===== src/rtl/pkt_reader_pkg.sv =====
// Shared types and default widths for the packet reader and its descriptor FIFO.
package pkt_reader_pkg;

   localparam int unsigned ADDR_W_DEF = 8;
   localparam int unsigned DATA_W_DEF = 8;

   typedef enum logic [2:0] {
      IDLE,
      LOAD,
      FETCH,
      WAIT,
      SEND,
      GAP,
      DROP
   } state_t;

   typedef struct packed {
      logic [ADDR_W_DEF-1:0] last_addr;
      logic [7:0]            data_size;
   } desc_t;

endpackage


===== src/rtl/pkt_reader_if.sv =====
// Descriptor, packet RAM read and byte-stream signals of the packet reader.
interface pkt_reader_if
   import pkt_reader_pkg::*;
#(
   parameter int unsigned ADDR_W = ADDR_W_DEF,
   parameter int unsigned DATA_W = DATA_W_DEF
);

   logic              desc_empty;
   logic [ADDR_W-1:0] desc_last_addr;
   logic [7:0]        desc_data_size;
   logic              desc_rd_en;

   logic              mem_rd_en;
   logic [ADDR_W-1:0] mem_rd_addr;
   logic [DATA_W-1:0] mem_rd_data;

   logic [DATA_W-1:0] tx_data;
   logic              tx_valid;
   logic              tx_last;
   logic              tx_ready;

   // master: the reader itself; slave: FIFO, RAM and serializer side
   modport master (
      input  desc_empty, desc_last_addr, desc_data_size, mem_rd_data, tx_ready,
      output desc_rd_en, mem_rd_en, mem_rd_addr, tx_data, tx_valid, tx_last
   );

   modport slave (
      output desc_empty, desc_last_addr, desc_data_size, mem_rd_data, tx_ready,
      input  desc_rd_en, mem_rd_en, mem_rd_addr, tx_data, tx_valid, tx_last
   );

endinterface


===== src/rtl/pkt_reader.sv =====
// Pops packet descriptors, reads the bytes from the packet RAM and streams them out.
// Define PKT_READER_LEN_HDR_EN to prefix each packet with a length header byte.
module pkt_reader
   import pkt_reader_pkg::*;
#(
   parameter int unsigned ADDR_W     = ADDR_W_DEF,
   parameter int unsigned DATA_W     = DATA_W_DEF,
   parameter int unsigned GAP_CYCLES = 2
) (
   input  logic         clk,
   input  logic         rst,
   pkt_reader_if.master bus,
   output logic         busy,
   output logic         pkt_done
);

   localparam int unsigned GAP_LAST = (GAP_CYCLES > 0) ? GAP_CYCLES - 1 : 0;
   localparam int unsigned GAP_W    = (GAP_LAST > 0) ? $clog2(GAP_LAST + 1) : 1;

   state_t            state;
   logic [ADDR_W-1:0] last_addr;
   logic [7:0]        size_q;
   logic [ADDR_W-1:0] addr;
   logic [7:0]        remaining;
   logic [GAP_W-1:0]  gap_cnt;
   logic [ADDR_W-1:0] start_addr;
`ifdef PKT_READER_LEN_HDR_EN
   logic              hdr_pend;
`endif

   // First byte of the packet; the region may wrap past the top of the RAM.
   always_comb begin
      start_addr = last_addr - ADDR_W'(size_q) + ADDR_W'(1);
   end

   always_ff @(posedge clk or posedge rst) begin
      if (rst) begin
         state           <= IDLE;
         last_addr       <= '0;
         size_q          <= '0;
         addr            <= '0;
         remaining       <= '0;
         gap_cnt         <= '0;
         busy            <= 1'b0;
         pkt_done        <= 1'b0;
         bus.desc_rd_en  <= 1'b0;
         bus.mem_rd_en   <= 1'b0;
         bus.mem_rd_addr <= '0;
         bus.tx_data     <= '0;
         bus.tx_valid    <= 1'b0;
         bus.tx_last     <= 1'b0;
`ifdef PKT_READER_LEN_HDR_EN
         hdr_pend        <= 1'b0;
`endif
      end else begin
         bus.desc_rd_en <= 1'b0;
         bus.mem_rd_en  <= 1'b0;
         pkt_done       <= 1'b0;

         case (state)
            IDLE: begin
               if (!bus.desc_empty) begin
                  last_addr      <= bus.desc_last_addr;
                  size_q         <= bus.desc_data_size;
                  bus.desc_rd_en <= 1'b1;
                  busy           <= 1'b1;
                  state          <= LOAD;
               end
            end

            LOAD: begin
               if (size_q == '0) begin
                  state <= DROP;
               end else begin
                  addr            <= start_addr;
                  mem_rd_addr_set : begin
                     bus.mem_rd_addr <= start_addr;
                  end
                  remaining       <= size_q;
                  state           <= FETCH;
`ifdef PKT_READER_LEN_HDR_EN
                  // FETCH/WAIT are walked without a RAM read so the header keeps the payload latency
                  hdr_pend        <= 1'b1;
`else
                  bus.mem_rd_en   <= 1'b1;
`endif
               end
            end

            FETCH: begin
               state <= WAIT;
            end

            WAIT: begin
               bus.tx_data  <= bus.mem_rd_data;
               bus.tx_last  <= (remaining == 8'd1);
               bus.tx_valid <= 1'b1;
`ifdef PKT_READER_LEN_HDR_EN
               if (hdr_pend) begin
                  bus.tx_data <= DATA_W'(size_q);
                  bus.tx_last <= 1'b0;
               end
`endif
               state <= SEND;
            end

            SEND: begin
               if (bus.tx_ready) begin
                  bus.tx_valid <= 1'b0;
                  bus.tx_last  <= 1'b0;
`ifdef PKT_READER_LEN_HDR_EN
                  if (hdr_pend) begin
                     hdr_pend        <= 1'b0;
                     bus.mem_rd_en   <= 1'b1;
                     bus.mem_rd_addr <= addr;
                     state           <= FETCH;
                  end else
`endif
                  begin
                     remaining <= remaining - 8'd1;
                     addr      <= addr + ADDR_W'(1);
                     if (remaining == 8'd1) begin
                        pkt_done <= 1'b1;
                        gap_cnt  <= '0;
                        if (GAP_CYCLES == 0) begin
                           busy  <= 1'b0;
                           state <= IDLE;
                        end else begin
                           state <= GAP;
                        end
                     end else begin
                        bus.mem_rd_en   <= 1'b1;
                        bus.mem_rd_addr <= addr + ADDR_W'(1);
                        state           <= FETCH;
                     end
                  end
               end
            end

            GAP: begin
               if (gap_cnt == GAP_W'(GAP_LAST)) begin
                  busy  <= 1'b0;
                  state <= IDLE;
               end else begin
                  gap_cnt <= gap_cnt + GAP_W'(1);
               end
            end

            DROP: begin
               busy  <= 1'b0;
               state <= IDLE;
            end

            default: begin
               busy  <= 1'b0;
               state <= IDLE;
            end
         endcase
      end
   end

endmodule


===== src/flat_wrapper.sv =====
// flat-port wrapper written by rule: the top's interface ports become plain ports
module pkt_reader_flat import pkt_reader_pkg::*;
#(
   parameter int unsigned ADDR_W     = ADDR_W_DEF,
   parameter int unsigned DATA_W     = DATA_W_DEF,
   parameter int unsigned GAP_CYCLES = 2
)
  (clk, rst, busy, pkt_done, bus_desc_empty, bus_desc_last_addr, bus_desc_data_size, bus_mem_rd_data, bus_tx_ready, bus_desc_rd_en, bus_mem_rd_en, bus_mem_rd_addr, bus_tx_data, bus_tx_valid, bus_tx_last);
  pkt_reader_if #(.ADDR_W(ADDR_W), .DATA_W(DATA_W)) bus_i ();
  input  logic clk;
  input  logic rst;
  output logic busy;
  output logic pkt_done;
  input wire logic [$bits(bus_i.desc_empty)-1:0] bus_desc_empty;
  input wire logic [$bits(bus_i.desc_last_addr)-1:0] bus_desc_last_addr;
  input wire logic [$bits(bus_i.desc_data_size)-1:0] bus_desc_data_size;
  input wire logic [$bits(bus_i.mem_rd_data)-1:0] bus_mem_rd_data;
  input wire logic [$bits(bus_i.tx_ready)-1:0] bus_tx_ready;
  output wire logic [$bits(bus_i.desc_rd_en)-1:0] bus_desc_rd_en;
  output wire logic [$bits(bus_i.mem_rd_en)-1:0] bus_mem_rd_en;
  output wire logic [$bits(bus_i.mem_rd_addr)-1:0] bus_mem_rd_addr;
  output wire logic [$bits(bus_i.tx_data)-1:0] bus_tx_data;
  output wire logic [$bits(bus_i.tx_valid)-1:0] bus_tx_valid;
  output wire logic [$bits(bus_i.tx_last)-1:0] bus_tx_last;
  assign bus_i.desc_empty = bus_desc_empty;
  assign bus_i.desc_last_addr = bus_desc_last_addr;
  assign bus_i.desc_data_size = bus_desc_data_size;
  assign bus_i.mem_rd_data = bus_mem_rd_data;
  assign bus_i.tx_ready = bus_tx_ready;
  assign bus_desc_rd_en = bus_i.desc_rd_en;
  assign bus_mem_rd_en = bus_i.mem_rd_en;
  assign bus_mem_rd_addr = bus_i.mem_rd_addr;
  assign bus_tx_data = bus_i.tx_data;
  assign bus_tx_valid = bus_i.tx_valid;
  assign bus_tx_last = bus_i.tx_last;
  pkt_reader #(.ADDR_W(ADDR_W), .DATA_W(DATA_W), .GAP_CYCLES(GAP_CYCLES)) u_core (.clk(clk), .rst(rst), .bus(bus_i), .busy(busy), .pkt_done(pkt_done));
endmodule

===== config.mk =====
export PLATFORM = sky130hd
export DESIGN_NAME = pkt_reader_flat
export DESIGN_NICKNAME = d
export VERILOG_FILES = /design/src/rtl/pkt_reader_pkg.sv /design/src/rtl/pkt_reader_if.sv /design/src/rtl/pkt_reader.sv /design/src/flat_wrapper.sv
export SDC_FILE = /design/constraint.sdc
export NUM_CORES = 1
export LEC_CHECK = 0
export ABC_CLOCK_PERIOD_IN_PS = 3800
export BUFFER_PORTS_ARGS = -buffer_cell sky130_fd_sc_hd__buf_4
export CORE_MARGIN = 3
export CORE_UTILIZATION = 50
export DETAILED_ROUTE_END_ITERATION = 8
export PLACE_DENSITY = 0.72
export SLEW_MARGIN = 20
export SYNTH_ARGS = -nofsm -noshare
export SYNTH_HDL_FRONTEND = slang
export SYNTH_SLANG_ARGS = --single-unit

===== constraint.sdc =====
create_clock -name clk -period 3.8 [get_ports clk]
set_input_delay 0.57 -clock clk [delete_from_list [all_inputs] [get_ports clk]]
set_output_delay 0.57 -clock clk [all_outputs]
set_load 0.02 [all_outputs]

==> results.md <==
- Status: complete, no violations
- Post-Syn Area per Cell: ~11 µm²
- Mapped cell area: 0.003216 mm²
- CTS tree: done
- Row count: 28
- Root buf cell: clkbuf_8
- PD cells: roughly 1000 mW/mm²
- Psw: about 1.7 mW
- Startpoint types: flip-flop
- Worst endpoint required time: 4.05 ns
- DIE WIDTH: between 80 and 90 µm
- PortBufs: approximately 50
- Dpl hpwl: 5194 µm
- Initial antenna violation count: 0
- Logic pwr share: a little under three fifths
- H-tree levels: 3
- Core area: about 0.006 mm²
- Die height: ~86 µm
- Fin. max-slew vios: 0
- Period utilization: approximately 65%
- Leak: around 1.7 nW
- Setup tns final: 0 ns
- Post-cts resize count: 0
- Sw Share: ~43%
- Area Overhead vs Synth: 19.30%
- All-Layer GR Usage: between 20% and 30%
- Synth Warn #: 0
- Multi-input combinational cell area: roughly 0.0016 mm²
- Setup-failing EPs final: 0
- Period minus WS final: 2.488 ns
- Crit end category: flip-flop
- Skew final: just over 0.007 ns
- First-pass GRT wire length: 12320 µm
- Synth cell types: 57
- Fill cell count: 498
- Fraction of registers with async set/reset: 100.0%
- Max Root-Sink Buffers: 2
- RSZ-0062 raised after global routing: false
- Fraction of layout cells with a size suffix above 1: around 29%
- Crit Path Max Fanout: 4
- Routed len/inst: around 17 µm
- Die area: ~0.0074 mm²
- Cts hold-fix bufs: 0
- Clock network power share: between 10% and 20%
- GRT overflow: 0
- Hold/Removal Path Class: input port to async pin
- Count of final hold-check violations: 0
- R2R Setup Slk: between 1 and 1.5 ns
- Vias: 2559
- Synthesized flop and latch total: 58
- DRC: 0
- Max Clock Freq: between 0.4 and 0.5 GHz
- Largest net degree at the start of global routing: 35
- Ys flop type: dfrtp_1
- Internal power contribution: 2.290 mW
- Drt total wl: approximately 7300 µm
- Hold_ws: about 0.35 ns
- Max rail drop VDD: about 0.6 mV
- Worst R2R Path Depth: 8
- Inserted Clock Buffers: 9
- Sinks on Clock Net: a little under 60
- Post-synth EDFFs: 0
- Worst skew pair latency: 0.34 ns
- Tightest Pin Transition: ~0.94 ns
- Placer Congestion: ~0.79
- Reg-to-Reg End: u_core.bus.mem_rd_addr[7]
- Number of max-cap violations: 0
- I/O pins: 50
- Diodes inserted: 0
- Worst reg2reg path startpoint: u_core.size_q[1]
- TritonRoute pass-1 iters: 4
- Reg power frac: 29.8%
- Setup CP Type: flip-flop to flip-flop
- Final #Nets: 400
- DRT antenna net count: 0
- Crit path DAT: approximately 2.7 ns
- Via density: slightly below 6
- Register area: around 0.0015 mm²
- Clk slew on worst S/H paths: approximately 0.070 ns
- Post-synthesis sequential area ratio: 45.14%
- Vias in the first global route: around 2500
- Mapped Cells: between 300 and 400
- Post-CTS Setup Inserts: 0
- DR iter-0 viols: around 220
- Slew margin rel.: 37.51%
- Synthesized netlist net count: 350
- Initial core utilization: a little over half
[cells by family (layout without fill, tap and decap cells)]
family | after synthesis | in the layout | share of synthesized area [%]
adder cells (fa/ha/maj) | 17 | 17 | 6.848
AND/OR/NAND/NOR | 88 | 88 | 15.06
flip-flops | 58 | 58 | 45.14
buffers and inverters | 29 | 84 | 3.890
XOR/XNOR | 5 | 5 | 1.790
AO/OA/AOI/OAI | 82 | 82 | 17.78
multiplexers | 26 | 26 | 9.494
[critical path: stages (launching register included)]
cell	delay, ns
dfrtp_1	0.42
ha_1	0.29
inv_1	0.04
ha_1	0.23
fa_1	0.45
a211o_1	0.31
a211oi_1	0.28
nor3_1	0.12
o32ai_1	0.26
[synthesized netlist by cell type (all sizes together) (4+ instances only)]
cell type  instances  share of area, %
mux2              24               8.9
o21a               5               1.2
nor4               5               1.8
ha                16               6.2
nand3             12               1.9
o22ai              7               1.4
o2bb2ai            5               1.4
clkbuf             4              0.47
o21ai             18               3.2
inv               15               1.8
nand2             25               3.0
dfrtp             58                45
nor2              11               1.4
buf               10               1.7
nor2b              4              0.78
a211oi             4              0.93
o211ai             6               1.4
nor3              13               2.0
a21oi             15               2.7
a31oi              4              0.78
[power by group through the flow]
stage / clock, mW / combinational [mW] / sequential, mW
6_report: 0.531 / 2.30 / 1.20
4_1_cts: 0.542 / 2.29 / 1.20
3_3_place_gp: 0 / 2.22 / 1.19
2_1_floorplan: 0 / 1.63 / 1.23
3_5_place_dp: 0 / 2.28 / 1.21
5_1_grt: 0.568 / 2.54 / 1.25
[per-stage QoR]
step / instances / util, % / total power [mW] / setup slack [ns] / instance area, µm²
after floorplan: 305 / - / 2.858 / 1.491 / 3216
after global placement: 418 / 60.05 / 3.412 / 1.404 / 3640
after detailed placement: 418 / 60.05 / 3.481 / 1.312 / 3640
after CTS: 434 / 63.07 / 4.029 / 1.298 / 3822
after global routing: 435 / 63.29 / 4.359 / 1.161 / 3836
final: 435 / 63.29 / 4.025 / 1.312 / 3836
[final cells by class]
cell class / count / share of cell area [%]
multi-input cells: 218 / 42.95
flip-flops and latches: 58 / 37.83
repair buffers: 53 / 10.53
clock buffers: 14 / 4.501
well taps: 75 / 2.446
inverters: 15 / 1.468
clock inverters: 2 / 0.2609
[how the worst max path moves through the flow]
stage	from	endpoint	slack, ns
3_3_place_gp	u_core.size_q[1]	u_core.bus.mem_rd_addr[7]	1.40
5_1_grt	u_core.size_q[1]	u_core.bus.mem_rd_addr[7]	1.16
3_5_place_dp	u_core.size_q[1]	u_core.bus.mem_rd_addr[7]	1.31
4_1_cts	u_core.size_q[1]	u_core.bus.mem_rd_addr[7]	1.30
6_report	u_core.size_q[1]	u_core.bus.mem_rd_addr[7]	1.31
2_1_floorplan	u_core.size_q[1]	u_core.bus.mem_rd_addr[7]	1.49
[placed cells by master (no fill, tap or decap), types with 3 or more instances in the layout]
cell type  instances
xor2_1             3
clkbuf_8          13
mux2_4             4
buf_4             52
nand3_1           12
o21ai_0           16
o31ai_1            3
a211oi_1           4
mux2_2            20
a211o_1            3
nand2_1           24
a31oi_1            4
o2bb2ai_1          5
nor3_1            13
o211ai_1           6
nor2_1            10
a21oi_1           14
ha_1              16
o22ai_1            7
dfrtp_1           58
inv_1             14
nor2b_1            4
o21a_1             5
nor4_2             3
and3_1             3
[sequential cells by signal (all words and copies together) (netlist names), 3 cells and up]
name and flops:
u_core.addr 8, u_core.bus.mem_rd_addr 8, u_core.bus.tx_data 8, u_core.last_addr 8, u_core.remaining 8, u_core.size_q 8
u_core.state 3
[per-layer routing]
layer,routed length (µm),up-vias,track usage (%)
met5,0,-,0
met4,131,0,9.065
met3,358,11,3.707
met2,3419,68,32.31
met1,3363,1252,30.72
li1,-,1228,-
(Power assumes the default switching activity.)
